File: config.mk
export PLATFORM = sky130hd
export DESIGN_NAME = exu_longp_wbck
export DESIGN_NICKNAME = d
export VERILOG_FILES = /design/src/rtl/exu_longp_wbck_pkg.sv /design/src/rtl/exu_longp_wbck_rr_arbiter.sv /design/src/rtl/exu_longp_wbck.sv
export SDC_FILE = /design/constraint.sdc
export NUM_CORES = 1
export LEC_CHECK = 0
export BUFFER_PORTS_ARGS = -buffer_cell sky130_fd_sc_hd__buf_4
export CAP_MARGIN = 25
export CORE_AREA = 8 8 161 163
export CTS_BUF_LIST = sky130_fd_sc_hd__clkbuf_8
export CTS_CLUSTER_SIZE = 25
export DETAILED_ROUTE_END_ITERATION = 16
export DIE_AREA = 0 0 169 171
export GPL_TIMING_DRIVEN = 0
export PLACE_DENSITY = 0.68
export SLEW_MARGIN = 15
export SYNTH_ARGS = -nofsm -noshare
export SYNTH_HDL_FRONTEND = slang
export SYNTH_SLANG_ARGS = --single-unit
File: constraint.sdc
create_clock -name clk -period 2.1 [get_ports clk]
set_input_delay 0.42 -clock clk [delete_from_list [all_inputs] [get_ports clk]]
set_output_delay 0.42 -clock clk [all_outputs]
set_load 0.01 [all_outputs]
File: src/rtl/exu_longp_wbck_pkg.sv
// ----------------------------------------------------------------------------
// exu_longp_wbck_pkg
// Shared constants for the long-pipe writeback path.
//   LP_SRC_*            : fixed source slot assignments on the long-pipe bus
//   MYRISCV_DATADW      : architectural data width (REGBUS)
//   MYRISCV_REGADDRBUS  : register index width (REGADDRBUS)
//   wrap_idx()          : modulo-N index step used by the round-robin logic
// ----------------------------------------------------------------------------
package exu_longp_wbck_pkg;

    localparam int unsigned LP_SRC_CORDIC      = 0;
    localparam int unsigned LP_SRC_DIV         = 1;
    localparam int unsigned LP_SRC_NUM         = 4;

    localparam int unsigned MYRISCV_DATADW     = 64;
    localparam int unsigned MYRISCV_REGADDRBUS = 5;

    // (base + off) mod n, for walking a circular source list.
    function automatic int unsigned wrap_idx(input int unsigned base,
                                             input int unsigned off,
                                             input int unsigned n);
        return (base + off) % n;
    endfunction

endpackage

File: src/rtl/exu_longp_wbck_rr_arbiter.sv
// ----------------------------------------------------------------------------
// exu_longp_wbck_rr_arbiter
// Purely combinational round-robin arbiter. The search starts at ptr and
// walks upward, wrapping modulo N; the first requester found wins. The
// pointer register itself lives in the parent.
// Ports:
//   req        in  N   request vector
//   ptr        in  PW  highest-priority slot for this cycle
//   en         in  1   when low, grant is forced to zero
//   grant      out N   one-hot grant (gated by en)
//   grant_idx  out PW  binary index of the winner (valid whenever any req set)
// ----------------------------------------------------------------------------
module exu_longp_wbck_rr_arbiter
    import exu_longp_wbck_pkg::*;
#(
    parameter  int unsigned N  = 4,
    localparam int unsigned PW = (N > 1) ? $clog2(N) : 1
) (
    input  logic [N-1:0]  req,
    input  logic [PW-1:0] ptr,
    input  logic          en,
    output logic [N-1:0]  grant,
    output logic [PW-1:0] grant_idx
);

    logic          found;
    logic [PW-1:0] cand;

    always_comb begin
        grant     = '0;
        grant_idx = '0;
        found     = 1'b0;
        cand      = '0;
        for (int unsigned off = 0; off < N; off++) begin
            cand = PW'(wrap_idx(32'(ptr), off, N));
            if (!found && req[cand]) begin
                found     = 1'b1;
                grant_idx = cand;
            end
        end
        if (en && found) begin
            grant[grant_idx] = 1'b1;
        end
    end

endmodule

File: src/rtl/exu_longp_wbck.sv
// ----------------------------------------------------------------------------
// exu_longp_wbck
// Long-pipe writeback collector. Picks one of NUM_SRC multi-cycle result
// sources round-robin, parks the winner in a single hold entry, and merges
// it with the single-cycle ALU writeback (ALU has priority) onto one
// registered regfile write port. A starvation counter asks the ALU for a
// bubble when the hold entry has been blocked STARVE_MAX cycles in a row.
// Ports:
//   clk, rst_n     clock, synchronous active-low reset
//   src_vld/rdy    per-source result handshake
//   src_rdidx      packed destination indices, source i at [i*RIDX_W +: RIDX_W]
//   src_data       packed result data, source i at [i*XLEN +: XLEN]
//   alu_wb_*       ALU writeback, always accepted
//   alu_stall_o    request the ALU to withhold alu_wb_vld next cycle
//   rf_wen/waddr/wdata  registered regfile write port
//   lp_busy_o      any source valid or hold entry occupied
// ----------------------------------------------------------------------------
module exu_longp_wbck
    import exu_longp_wbck_pkg::*;
#(
    parameter int unsigned NUM_SRC    = LP_SRC_NUM,
    parameter int unsigned XLEN       = MYRISCV_DATADW,
    parameter int unsigned RIDX_W     = MYRISCV_REGADDRBUS,
    parameter int unsigned STARVE_MAX = 4
) (
    input  logic                      clk,
    input  logic                      rst_n,
    input  logic [NUM_SRC-1:0]        src_vld,
    output logic [NUM_SRC-1:0]        src_rdy,
    input  logic [NUM_SRC*RIDX_W-1:0] src_rdidx,
    input  logic [NUM_SRC*XLEN-1:0]   src_data,
    input  logic                      alu_wb_vld,
    input  logic [RIDX_W-1:0]         alu_wb_rdidx,
    input  logic [XLEN-1:0]           alu_wb_data,
    output logic                      alu_stall_o,
    output logic                      rf_wen,
    output logic [RIDX_W-1:0]         rf_waddr,
    output logic [XLEN-1:0]           rf_wdata,
    output logic                      lp_busy_o
);

    localparam int unsigned PW = (NUM_SRC > 1) ? $clog2(NUM_SRC) : 1;
    localparam int unsigned CW = $clog2(STARVE_MAX + 1);

    logic              hold_vld_q,   hold_vld_d;
    logic [RIDX_W-1:0] hold_idx_q,   hold_idx_d;
    logic [XLEN-1:0]   hold_data_q,  hold_data_d;
    logic [PW-1:0]     rr_ptr_q,     rr_ptr_d;
    logic [CW-1:0]     starve_cnt_q, starve_cnt_d;

    logic              rf_wen_d;
    logic [RIDX_W-1:0] rf_waddr_d;
    logic [XLEN-1:0]   rf_wdata_d;

    logic              drain;
    logic              can_acc;
    logic              arb_en;
    logic              accept;
    logic [NUM_SRC-1:0] grant;
    logic [PW-1:0]     grant_idx;
    logic [RIDX_W-1:0] sel_idx;
    logic [XLEN-1:0]   sel_data;

    // Hold entry leaves whenever the ALU is not using the port; a fresh
    // result may be taken in that same cycle, so the entry never idles.
    assign drain   = hold_vld_q & ~alu_wb_vld;
    assign can_acc = ~hold_vld_q | drain;
    // Keep src_rdy low while reset is asserted so nothing is consumed
    // and then lost when the state clears.
    assign arb_en  = rst_n & can_acc;

    exu_longp_wbck_rr_arbiter #(
        .N (NUM_SRC)
    ) u_rr_arbiter (
        .req       (src_vld),
        .ptr       (rr_ptr_q),
        .en        (arb_en),
        .grant     (grant),
        .grant_idx (grant_idx)
    );

    // grant only ever covers a requesting source, so it is the handshake.
    assign src_rdy = grant;
    assign accept  = |grant;

    always_comb begin
        sel_idx  = '0;
        sel_data = '0;
        for (int unsigned i = 0; i < NUM_SRC; i++) begin
            if (grant_idx == PW'(i)) begin
                sel_idx  = src_rdidx[i*RIDX_W +: RIDX_W];
                sel_data = src_data[i*XLEN +: XLEN];
            end
        end
    end

    // Hold entry and round-robin pointer.
    always_comb begin
        hold_vld_d  = hold_vld_q;
        hold_idx_d  = hold_idx_q;
        hold_data_d = hold_data_q;
        rr_ptr_d    = rr_ptr_q;
        if (accept) begin
            hold_vld_d  = 1'b1;
            hold_idx_d  = sel_idx;
            hold_data_d = sel_data;
            rr_ptr_d    = PW'(wrap_idx(32'(grant_idx), 1, NUM_SRC));
        end else if (drain) begin
            hold_vld_d  = 1'b0;
        end
    end

    // Regfile port: ALU first, then the hold entry. Index 0 still drains,
    // only the write enable is dropped.
    always_comb begin
        rf_wen_d   = 1'b0;
        rf_waddr_d = rf_waddr;
        rf_wdata_d = rf_wdata;
        if (alu_wb_vld) begin
            rf_wen_d   = (alu_wb_rdidx != '0);
            rf_waddr_d = alu_wb_rdidx;
            rf_wdata_d = alu_wb_data;
        end else if (hold_vld_q) begin
            rf_wen_d   = (hold_idx_q != '0);
            rf_waddr_d = hold_idx_q;
            rf_wdata_d = hold_data_q;
        end
    end

    // Starvation: count consecutive cycles the hold entry loses to the ALU.
    always_comb begin
        starve_cnt_d = '0;
        if (hold_vld_q && alu_wb_vld) begin
            if (starve_cnt_q == CW'(STARVE_MAX)) begin
                starve_cnt_d = starve_cnt_q;
            end else begin
                starve_cnt_d = starve_cnt_q + 1'b1;
            end
        end
    end

    always_ff @(posedge clk) begin
        if (!rst_n) begin
            hold_vld_q   <= 1'b0;
            hold_idx_q   <= '0;
            hold_data_q  <= '0;
            rr_ptr_q     <= '0;
            starve_cnt_q <= '0;
            rf_wen       <= 1'b0;
            rf_waddr     <= '0;
            rf_wdata     <= '0;
        end else begin
            hold_vld_q   <= hold_vld_d;
            hold_idx_q   <= hold_idx_d;
            hold_data_q  <= hold_data_d;
            rr_ptr_q     <= rr_ptr_d;
            starve_cnt_q <= starve_cnt_d;
            rf_wen       <= rf_wen_d;
            rf_waddr     <= rf_waddr_d;
            rf_wdata     <= rf_wdata_d;
        end
    end

    assign alu_stall_o = (starve_cnt_q == CW'(STARVE_MAX));
    assign lp_busy_o   = hold_vld_q | (|src_vld);

endmodule

# Yosys cells after proc, flatten, opt, wreduce, memory -nomap -nowiden
# Index checks and enable logic that the tools add are counted.
# Widths: inputs -> output; s select.
dict set report totals {
  register_bits 145
  inputBits 352
  wordCells 81
}
dict set report op_classes {
  n_mux 35
  n_reduce_logical 17
  n_eq_ne 4
  order_cmp 6
  bitwise 6
  add_sub_neg 5
}
# cell count
set ops {}
lappend ops {{$mux 64} 6}
lappend ops {{$mux 5} 6}
lappend ops {{$lt 2x3->1 const B} 5}
lappend ops {{$mux 1} 13}
lappend ops {{$reduce_bool 5->1} 2}
lappend ops {{$bmux 1 s2} 4}
lappend ops {{$mux 2} 4}
lappend ops {{$reduce_or 4->1} 2}
lappend ops {{$logic_and 1x1->1} 6}
lappend ops {{$add 2x1->2 const B} 2}
lappend ops {{$add 2x2->2 const B} 2}
lappend ops {{$eq 2x2->1 const B} 2}
lappend ops {{$mux 4} 1}
lappend ops {{$reduce_bool 2->1} 2}
lappend ops {{$add 3x1->3 const B} 1}
lappend ops {{$eq 3x3->1 const B} 1}
lappend ops {{$logic_not 1->1} 3}
lappend ops {{$and 1x1->1} 2}
lappend ops {{$demux 1 s2} 1}
lappend ops {{$eq 2x1->1 const B} 1}
lappend ops {{$ge 2x1->1 const B} 1}
lappend ops {{$logic_not 2->1} 1}
lappend ops {{$not 1->1} 2}
lappend ops {{$or 1x1->1} 2}
lappend ops {{$reduce_and 2->1} 1}

# Longest topological paths before layout
# Gate-level depths: netlist (run 1).
dict set report logic_depth {
  ltp_word 19
  depth_mapped 9
  mapped_depth_nobuf 6
}

# Modules after synthesis
# Synthesis (run 1) repeated with hierarchy kept, for this count alone.
dict set report unflattened {
  cells_unflattened 1045
  area_unflattened_um2 8234.1
}
# module area_per_inst_um2 cells_per_inst instances
set by_module_without_submodules {}
lappend by_module_without_submodules {exu_longp_wbck 8099.0 1029 1}
lappend by_module_without_submodules {exu_longp_wbck_rr_arbiter 135.1 16 1}

# Worst setup path after synthesis (run 1)
# No wires, ideal clock.
dict set report synth_timing {
  path_kind {input-to-output}
  startpoint {in src_vld[0]}
  endpoint {out src_rdy[1]}
  path_stages 9
  required_ns 1.680
  t_arrival_ns 1.957
  slack_ns -0.277
  path_cell_list {buf_2 > and2b_4 > or4_1 > buf_2 > nand2_2 > buf_6 > buf_6 > nand2_1 > nor2_1}
}
dict set report synth_via {
  elab_chain_cells 17
  elab_cells_between_ends 29
  classes_between {order compare: 2; mux: 19; reduce/logical: 8}
}
# item line
set synth_lines {}
lappend synth_lines {{start, declared} exu_longp_wbck.sv:28} ;# input logic [NUM_SRC-1:0] src_vld,
lappend synth_lines {{$bmux 1 s2} exu_longp_wbck_rr_arbiter.sv:36} ;# if (!found && req[cand]) begin
lappend synth_lines {{$mux 1 (not written as such)} exu_longp_wbck_rr_arbiter.sv:36}
lappend synth_lines {{$mux 1} exu_longp_wbck_rr_arbiter.sv:36}
lappend synth_lines {{$logic_not 1->1} exu_longp_wbck_rr_arbiter.sv:36}
lappend synth_lines {{$logic_and 1x1->1} exu_longp_wbck_rr_arbiter.sv:36}
lappend synth_lines {{$mux 1} exu_longp_wbck_rr_arbiter.sv:36}
lappend synth_lines {{$logic_not 1->1} exu_longp_wbck_rr_arbiter.sv:36}
lappend synth_lines {{$logic_and 1x1->1} exu_longp_wbck_rr_arbiter.sv:36}
lappend synth_lines {{$mux 1} exu_longp_wbck_rr_arbiter.sv:36}
lappend synth_lines {{$logic_not 1->1} exu_longp_wbck_rr_arbiter.sv:36}
lappend synth_lines {{$logic_and 1x1->1} exu_longp_wbck_rr_arbiter.sv:36}
lappend synth_lines {{$mux 2} exu_longp_wbck_rr_arbiter.sv:36}
lappend synth_lines {{$lt 2x3->1 (not written as such) / $ge 2x1->1 (equally long branches)} exu_longp_wbck_rr_arbiter.sv:42} ;# grant[grant_idx] = 1'b1;
lappend synth_lines {{$logic_and 1x1->1 (not written as such)} exu_longp_wbck_rr_arbiter.sv:42}
lappend synth_lines {{$mux 1 (not written as such)} exu_longp_wbck_rr_arbiter.sv:42}
lappend synth_lines {{$demux 1 s2} -}
lappend synth_lines {{$mux 4 (*)} exu_longp_wbck_rr_arbiter.sv:41} ;# if (en && found) begin
lappend synth_lines {{end, declared} exu_longp_wbck.sv:29} ;# output logic [NUM_SRC-1:0] src_rdy,
# Mark *: on every way between the ends. The rest lies on a longest branch, timed or not. The select of a mux whose other input is x is not followed.

# Worst setup path after layout (run 1)
dict set report layout_timing {
  startpoint {reg rr_ptr_q[0]}
  endpoint {out src_rdy[1]}
}
dict set report layout_via {
  elab_chain_cells 17
  elab_cells_between_ends 32
  classes_between {add/sub: 3; order compare: 2; mux: 19; reduce/logical: 8}
}
# item line
set layout_lines {}
lappend layout_lines {{start, declared} exu_longp_wbck.sv:48} ;# logic [PW-1:0] rr_ptr_q, rr_ptr_d;
lappend layout_lines {{start signal, assigned} exu_longp_wbck.sv:156} ;# rr_ptr_q <= rr_ptr_d;
lappend layout_lines {{branches (longest 16 deep; another with $lt 2x3->1)} -}
lappend layout_lines {{$mux 4 (*)} exu_longp_wbck_rr_arbiter.sv:41}
# Mark *: on every way between the ends. The select of a mux whose other input is x is not followed.

==> impl_results.md, run 1 <==
- Tmin final: 2550 ps
- Ys flop type: dfxtp_1
- Total GRT Usage: 25.7%
- Skew final: 13.3 ps
- Largest net degree at the start of global routing: 20
- IO Pins: 428
- Vias: 9153
- Reg-to-reg critical path startpoint: rr_ptr_q[0]
- Yosys warning total: 0
- Clock sinks: 145
- Min-Delay Endpoint: hold_data_q[18]
- RD Place Congestion: 0.946
- Worst-Margin Slew: 849 ps
- Synth area leader: dfxtp_1
- Endpoints failing setup: 69
- VDD IR max: 0.334 mV
- Synth unique cells: 51
- Slew HR: 43.4%
- Mapped Cells: 953
- Part of the power in registers: 38.1%
- Sw Share: 32.0%
- Post-synthesis sequential area ratio: 35.3%
- Critical path class: flop to output port
- Mapped cell area: 0.00821 mm²
- Iteration-0 DRC Markers: 430
- Worst Path Required: 1680 ps
- Pwr per Cell Area: 660 mW/mm²
- Initial antenna violation count: 2
- Syn_nets: 1307
- Max frequency: 392 MHz
- Capture point of the worst reg-to-reg path: hold_data_q[63]
- Failing checks: negative setup slack
- EDFF count, synth: 0
- HP Start: src_data[210]
- Critical Path Source Type: flop
- Hold WC Path Type: input pin to flop
- CTS tree: yes
- Post-CTS Hold Buffers: 0
- Pins Over Slew Limit: 0
- Critical path origin: rr_ptr_q[0]
- Hold path depth: 3
- Drt via density: 5.22
- Reg clk slew, reported paths: 90 ps
- DR DRC count: 0
- Synth Area per Inst: 8.62 µm²
- Clk network pwr share: 28.9%
- Comb pwr share: 33.0%
- Critical path peak fanout: 4
- Fin. Hold Viols: 0
- Final nets: 1776
- Worst skew pair latency: 450 ps
- Sw Pwr: 2700 µW
- Global-route wire length before repair: 56600 µm
- Detail Route Antenna Nets: 0
- Initial core utilization: 35.3%
- RSZ-0062 raised after global routing: true
- R2R depth: 6
- Synth async-reset ratio: 0%
- Die Ht: 171 µm
- Final period util: 121%
- Die Wd: 169 µm
- Number of port buffers: 425
- Wirelength, routed: 39300 µm
- Hpwl dp: 30600 µm
- Status: finished, violations left
- DR pass1 iterations: 5
- Critical Path End Type: output port
- Post-route setup slack: -451 ps
- Setup slack, reg-to-reg: -380 ps
- Layout area overhead: 55.7%
- Total power: 8440 µW
- Int Pwr: 5740 µW
- Total core area: 0.0233 mm²
- Leakage power figure: 0.00579 µW
- Max-cap check violation count: 0
- Yosys top cell area share: 35.3%
- WL/cell: 22.4 µm
- Deepest clock path buffer count: 2
- Share of layout cells above drive strength 1: 44.2%
- Die footprint: 0.0289 mm²
- H-tree depth: 4
- Setup TNS: -15270 ps
- WP data arrival: 2130 ps
- Vias in the first global route: 9545
- Overflow after GRT: 0
- Synth area leaders: dfxtp_1 35%, mux2i_1 8.5%, nand2_1 6.1%
- Synthesized flop and latch total: 145
- # rows: 56
- Root cell of the clock tree: clkbuf_8
- TritonCTS Buffers: 17
==> layout make-up <==
class	instances	area [µm²]
clock inverter	15	194
clock buffer	17	234
buffer	91	574
multi-input combinational	711	5040
timing repair buffer	452	3410
antenna	1	2.50
fill	2269	10500
tap	319	399
inverter	4	15.0
sequential	145	2910
==> cell usage in the layout (no fill, tap or decap), drive strengths merged, types with 7 or more instances in the layout <==
| master | n |
|---|---|
| a211oi | 53 |
| a21oi | 33 |
| and2 | 74 |
| and3 | 53 |
| buf | 481 |
| clkbuf | 79 |
| clkinv | 7 |
| dfxtp | 145 |
| inv | 8 |
| mux2i | 70 |
| nand2 | 135 |
| nand2b | 14 |
| nand3b | 14 |
| nor2 | 11 |
| o2111ai | 14 |
| o21ai | 92 |
| o22ai | 52 |
| o31ai | 52 |
==> power by group through the flow <==
stage	registers [µW]	clock network, µW	logic [µW]
2_1_floorplan	3260	0	1390
3_3_place_gp	3260	0	2550
3_5_place_dp	3270	0	2580
4_1_cts	3210	2480	2730
5_1_grt	3240	2610	3000
6_report	3210	2440	2790
==> synth_stat cells (16+ instances only) <==
library cell  count
clkbuf_1         65
o21ai_0          91
o31ai_1          16
and3_1           53
o22ai_1          52
and2_1           73
a211oi_1         16
a211oi_2         37
o31ai_2          36
nand2_1         134
a21oi_1          33
dfxtp_1         145
mux2i_1          70
==> timing repair <==
item,4_1_cts,5_1_grt
gates resized for setup,63,35
endpoints found under the setup margin,145,75
setup buffers,17,10
pin swaps,9,7
==> worst max-delay path, cell delays in order, from the launching register on <==
cell and delay (ps):
dfxtp_4 370, and2b_4 200, or4_4 550, nand2_4 90, buf_12 110, buf_12 100
nand2_4 50, nor2_4 90, buf_6 110
==> layer usage <==
metal / vias up / track usage [%] / share of wire [%]
li1: 4419 / - / -
met1: 4304 / 29.0 / 40
met2: 363 / 44.8 / 49
met3: 65 / 8.37 / 7.7
met4: 2 / 9.66 / 3.0
met5: - / 0 / 0.028
==> cell families (layout without fill, tap and decap cells) <==
| family | Yosys count | in the layout | synth area share [%] |
|---|---|---|---|
| xor gates and xnor gates | 1 | 1 | 0.107 |
| AOI/OAI and AO/OA | 314 | 314 | 29.8 |
| and+or+nand+nor | 324 | 324 | 20.6 |
| DFF | 145 | 145 | 35.3 |
| other | 0 | 1 | 0 |
| adders and majority gates | 2 | 2 | 0.305 |
| buffers and inverters | 97 | 579 | 5.29 |
| muxes | 70 | 70 | 8.53 |
==> worst max path at each step <==
stage	end	slack, ps	depth (start not counted)
floorplan	src_rdy[1]	-190	9
detailed placement	src_rdy[3]	-1220	7
CTS	src_rdy[1]	-500	9
global placement	src_rdy[3]	-1190	7
finish	src_rdy[1]	-450	8
global route	src_rdy[1]	-510	8
==> sequential cells by signal (all words and copies together) (netlist names) <==
register	count
hold_idx_q	5
rf_wdata	64
rr_ptr_q	2
hold_data_q	64
rf_waddr	5
starve_cnt_q	3
rf_wen	1
hold_vld_q	1
==> per-stage QoR <==
step	hold WS, ps	std cells	utilization [%]	instance area [µm²]	worst slack (ps)
2_1_floorplan	425	953	-	8260	-188
3_3_place_gp	440	1697	50.9	11900	-1190
3_5_place_dp	445	1697	50.9	11900	-1220
4_1_cts	223	1745	54.3	12600	-504
5_1_grt	230	1755	55.0	12800	-513
6_report	240	1755	55.0	12800	-451
Power figures use the tool's default switching activity.
==> inputs of run 2 (changes only) <==
--- a/config.mk
+++ b/config.mk
@@ -5,15 +5,14 @@
 export SDC_FILE = /design/constraint.sdc
 export NUM_CORES = 1
 export LEC_CHECK = 0
-export BUFFER_PORTS_ARGS = -buffer_cell sky130_fd_sc_hd__buf_4
 export CAP_MARGIN = 25
-export CORE_AREA = 8 8 161 163
+export CORE_AREA = 8 8 162 164
 export CTS_BUF_LIST = sky130_fd_sc_hd__clkbuf_8
 export CTS_CLUSTER_SIZE = 25
 export DETAILED_ROUTE_END_ITERATION = 16
-export DIE_AREA = 0 0 169 171
+export DIE_AREA = 0 0 170 172
+export DONT_BUFFER_PORTS = 1
 export GPL_TIMING_DRIVEN = 0
-export PLACE_DENSITY = 0.68
 export SLEW_MARGIN = 15
 export SYNTH_ARGS = -nofsm -noshare
 export SYNTH_HDL_FRONTEND = slang
==> impl_results.md, run 2 (synthesis gave the netlist of run 1 again) <==
- Failing checks: negative setup slack
- Status: finished, violations left
- VDD IR max: 0.338 mV
- R2R depth: 8
- DR DRC count: 0
- Pwr per Cell Area: 789 mW/mm²
- TritonCTS Buffers: 17
- Largest stage delay on the critical path: 570 ps
- Fin. Hold Viols: 0
- Slew HR: 42.7%
- WP data arrival: 2070 ps
- Max-cap check violation count: 0
- Iteration-0 DRC Markers: 328
- Pins Over Slew Limit: 0
- Reg-to-reg critical path startpoint: rr_ptr_q[0]
- Vias: 7642
- Fillcell total: 2433
- Root cell of the clock tree: clkbuf_8
- Die Ht: 172 µm
- # rows: 57
- Worst-Margin Slew: 859 ps
- Critical Path End Type: output port
- IO Pins: 428
- Hold WC Path Type: input pin to flop
- Critical Path, Cell by Cell: and2b_4 -> or4_4 -> nand2_4 -> buf_12 -> buf_12 -> nand2_4 -> nor2_4
- Post-layout util: 42.7%
- Critical Path Source Type: flop
- Setup slack, reg-to-reg: -220 ps
- Tmin final: 2490 ps
- Hold path depth: 2
- Fin area: 0.0102 mm²
- Initial antenna violation count: 1
- Setup WS pre-CTS: -1360 ps
- Overflow after GRT: 0
- Area post-placement: 0.00867 mm²
- Worst Path Required: 1680 ps
- Post-placement cell count: 1278
- Leakage power figure: 0.00382 µW
- Largest net degree at the start of global routing: 17
- Reg clk slew, reported paths: 80 ps
- Total GRT Usage: 23.7%
- RD Place Congestion: 0.885
- Crit path depth: 7
- Hpwl dp: 27900 µm
- Global-route wire length before repair: 51400 µm
- Vias in the first global route: 7929
- Share of layout cells above drive strength 1: 27.4%
- H-tree depth: 4
- Critical path peak fanout: 4
- RSZ-0062 raised after global routing: true
- Final period util: 119%
- Initial core utilization: 34.5%
- Number of port buffers: 0
- Post-route setup slack: -393 ps
- WL/cell: 27.2 µm
- Largest delay contributor family on the critical path: simple AND/OR/NAND/NOR gates
- Detail Route Antenna Nets: 0
- Drt via density: 5.68
- Wirelength, routed: 36600 µm
- Total power: 8010 µW
- CP endpoint: src_rdy[1]
- Commonest non-fill, non-tap cells in the layout: 143 x dfxtp_1, 129 x nand2_1, 91 x o21ai_0
- Die Wd: 170 µm
- Highest-delay cell along the critical path: or4_4
- Max frequency: 401 MHz
- Filler-free cell count of the finished design: 1345
- CTS tree: yes
- Total core area: 0.0238 mm²
- Capture point of the worst reg-to-reg path: hold_data_q[9]
- Largest registers: hold_data_q (64), rf_wdata (64)
- Layout area overhead: 23.7%
- Deepest clock path buffer count: 2
- Endpoints failing setup: 67
- Critical path origin: rr_ptr_q[0]
- Buf/Inv on CP: 2
- Die footprint: 0.0292 mm²
- Clock sinks: 145
- Skew final: 15.5 ps
- Critical path class: flop to output port
- Worst skew pair latency: 460 ps
- Final nets: 1361
- Commonest non-fill, non-tap cell in the layout: dfxtp_1
- DR pass1 iterations: 4
==> run 2: worst min path at each step <==
stage | start | to | slack, ps
final | src_data[103] | hold_data_q[39] | 140
after CTS | src_data[103] | hold_data_q[39] | 100
after floorplan | hold_data_q[40] | hold_data_q[40] | 420
after global routing | src_data[217] | hold_data_q[25] | 110
after detailed placement | hold_data_q[47] | hold_data_q[47] | 440
after global placement | hold_data_q[44] | hold_data_q[44] | 440
==> run 2: what timing repair did <==
action                                  CTS  global route
resized for setup                       153            42
endpoints found under the setup margin  145            84
hold buffers                              0             0
pin swaps                                65            18
gates cloned                              5             1
setup buffers                            24             8
==> run 2: final cells by class <==
type                            instances  area [µm²]  area share, %
Sequential cell                       145        2910           28.6
Timing Repair Buffer                   38         397           3.90
Clock buffer                           18         248           2.44
Buffer                                 90         644           6.34
Multi-Input combinational cell        711        5390           53.0
Tap cell                              324         405           3.99
Inverter                                4        15.0          0.148
Antenna cell                            1        2.50         0.0246
Clock inverter                         14         153           1.50
==> run 2: metal layers <==
layer | global-route usage (%) | routed length, µm
met4 | 6.18 | 514
met2 | 41.7 | 18500
met5 | 0 | 0
met3 | 7.40 | 2950
met1 | 27.4 | 14600
==> run 2: power by group <==
part	internal [µW]	switching [µW]	leakage (µW)
registers	3040	250	0.00120
clock network	1110	1230	0.000198
logic	1140	1250	0.00242
==> run 2: metrics by stage <==
| stage | hold slack (ps) | setup TNS, ps |
|---|---|---|
| after CTS | 100 | -12540 |
| after global placement | 442 | -106480 |
| after global routing | 114 | -12140 |
| final | 139 | -7970 |
| after floorplan | 425 | -188 |
| after detailed placement | 440 | -103520 |
==> inputs of run 3 (changes only) <==
==> constraint.sdc (replaced) <==
create_clock -name clk -period 2.1 [get_ports clk]
set_input_delay 0.525 -clock clk [delete_from_list [all_inputs] [get_ports clk]]
set_output_delay 0.525 -clock clk [all_outputs]
set_load 0.01 [all_outputs]
==> impl_results.md, run 3 (synthesis gave the netlist of run 1 again) <==
- WP data arrival: 2040 ps
- Leakage power figure: 0.00386 µW
- H-tree depth: 4
- Highest-delay cell along the critical path: or4_4
- Comb pwr share: 29.6%
- Detail Route Antenna Nets: 0
- Commonest non-fill, non-tap cells in the layout: 142 x dfxtp_1, 129 x nand2_1, 91 x o21ai_0
- FF+latch area: 0.00291 mm²
- Post-CTS Hold Buffers: 0
- Deepest clock path buffer count: 2
- Root cell of the clock tree: clkbuf_8
- Setup WS pre-CTS: -1380 ps
- IO Pins: 428
- Die Wd: 170 µm
- Layout area overhead: 25.2%
- Vias: 7751
- Critical path class: flop to output port
- DR DRC count: 0
- Iteration-0 DRC Markers: 449
- Initial core utilization: 34.5%
- # rows: 57
- Worst-Margin Slew: 897 ps
- Failing checks: negative setup slack
- Commonest non-fill, non-tap cell in the layout: dfxtp_1
- VDD IR max: 0.364 mV
- Vias in the first global route: 7998
- Endpoints failing setup: 71
- Pins Over Slew Limit: 0
- Part of the power in registers: 39.9%
- Hold WC Path Type: input pin to flop
- Die footprint: 0.0292 mm²
- Largest stage delay on the critical path: 560 ps
- RSZ-0062 raised after global routing: true
- WL/cell: 27.7 µm
- Total core area: 0.0238 mm²
- Sw Pwr: 2730 µW
- Global-route wire length before repair: 52700 µm
- CTS tree: yes
- Clk network pwr share: 30.5%
- Sw Share: 33.1%
- Slew HR: 40.2%
- Post-route setup slack: -464 ps
- Final period util: 122%
- Share of layout cells above drive strength 1: 26.9%
- Drt via density: 5.74
- Clock sinks: 145
- Status: finished, violations left
- Fin. Hold Viols: 0
- Critical Path End Type: output port
- Area post-placement: 0.00873 mm²
- Worst skew pair latency: 440 ps
- Reg clk slew, reported paths: 70 ps
- Fin area: 0.0103 mm²
- Tmin final: 2560 ps
- RD Place Congestion: 0.877
- Largest delay contributor family on the critical path: simple AND/OR/NAND/NOR gates
- Area of the multi-input gates: 0.00544 mm²
- Critical Path Source Type: flop
- Final nets: 1368
- Number of port buffers: 0
- Overflow after GRT: 0
- Total GRT Usage: 24.3%
- Fillcell total: 2378
- Max-cap check violation count: 0
- ANT cells: 0
- Critical path peak fanout: 5
- Buf/Inv on CP: 2
- Die Ht: 172 µm
- Skew final: 17.3 ps
- Largest net degree at the start of global routing: 17
- Wirelength, routed: 37300 µm
- Worst Path Required: 1570 ps
- Total power: 8240 µW
- TritonCTS Buffers: 17
- Max frequency: 390 MHz
- Pwr per Cell Area: 801 mW/mm²
- Critical Path, Cell by Cell: and2b_4 -> or4_4 -> nand2_4 -> buf_12 -> buf_12 -> nand2_4 -> nor2_4
- Initial antenna violation count: 0
- Hpwl dp: 28300 µm
- Largest registers: hold_data_q (64), rf_wdata (64)
- DR pass1 iterations: 5
- Int Pwr: 5510 µW
## run 3: cell types whose count changed in the layout (fill, tap and decap cells not counted), moves of 3 or more
cell      change
buf_2         +4
a211oi_2      -6
and3_4        -3
and3_1        +3
clkinv_2      -3
a211oi_4      +6
clkbuf_1      +4
buf_6         +6
clkbuf_2      -5
## run 3: metal layers
| layer | GRT usage (%) | vias to the layer above | routed length (µm) |
|---|---|---|---|
| met3 | 7.92 | 45 | 3150 |
| met5 | 0 | - | 0 |
| met1 | 27.1 | 3751 | 14400 |
| li1 | - | 3595 | - |
| met2 | 43.4 | 360 | 18900 |
| met4 | 7.67 | 0 | 885 |
## run 3: cell type report
class | instances | share of cell area (%)
inverters | 4 | 0.146
clock inverters | 13 | 1.80
well taps | 324 | 3.94
clock buffers | 18 | 2.41
repair buffers | 43 | 4.17
flip-flops and latches | 145 | 28.3
multi-input cells | 711 | 52.9
plain buffers | 92 | 6.33
## run 3: through the flow
step | std cells | hold slack (ps) | setup TNS [ps] | utilization, %
floorplan | 953 | 425 | -5140 | -
global placement | 1277 | 438 | -95030 | 36.6
detailed placement | 1278 | 440 | -104760 | 36.6
CTS | 1338 | 209 | -18980 | 42.3
global route | 1350 | 232 | -25130 | 43.2
finish | 1350 | 248 | -20370 | 43.2
## run 3: timing repair
item	4_1_cts	5_1_grt
resized for setup	155	23
buffers inserted	24	13
endpoints found under the setup margin	149	73
pin swaps	74	14
gates cloned	5	0
## run 3: worst paths after layout
path,startpoint,to,slack [ps],depth (start not counted)
min,src_data[103],hold_data_q[39],250,2
max reg2reg,rr_ptr_q[0],hold_data_q[8],-390,10
min reg2reg,hold_data_q[51],hold_data_q[51],460,2
max,rr_ptr_q[0],src_rdy[1],-460,7
## run 3: power by group through the flow
stage	Clock [µW]	Combinational, µW	Sequential, µW
after floorplan	0	1420	3260
after global placement	0	1860	3350
after detailed placement	0	1880	3350
after CTS	2570	2340	3290
after global routing	2690	2620	3320
final	2510	2440	3290
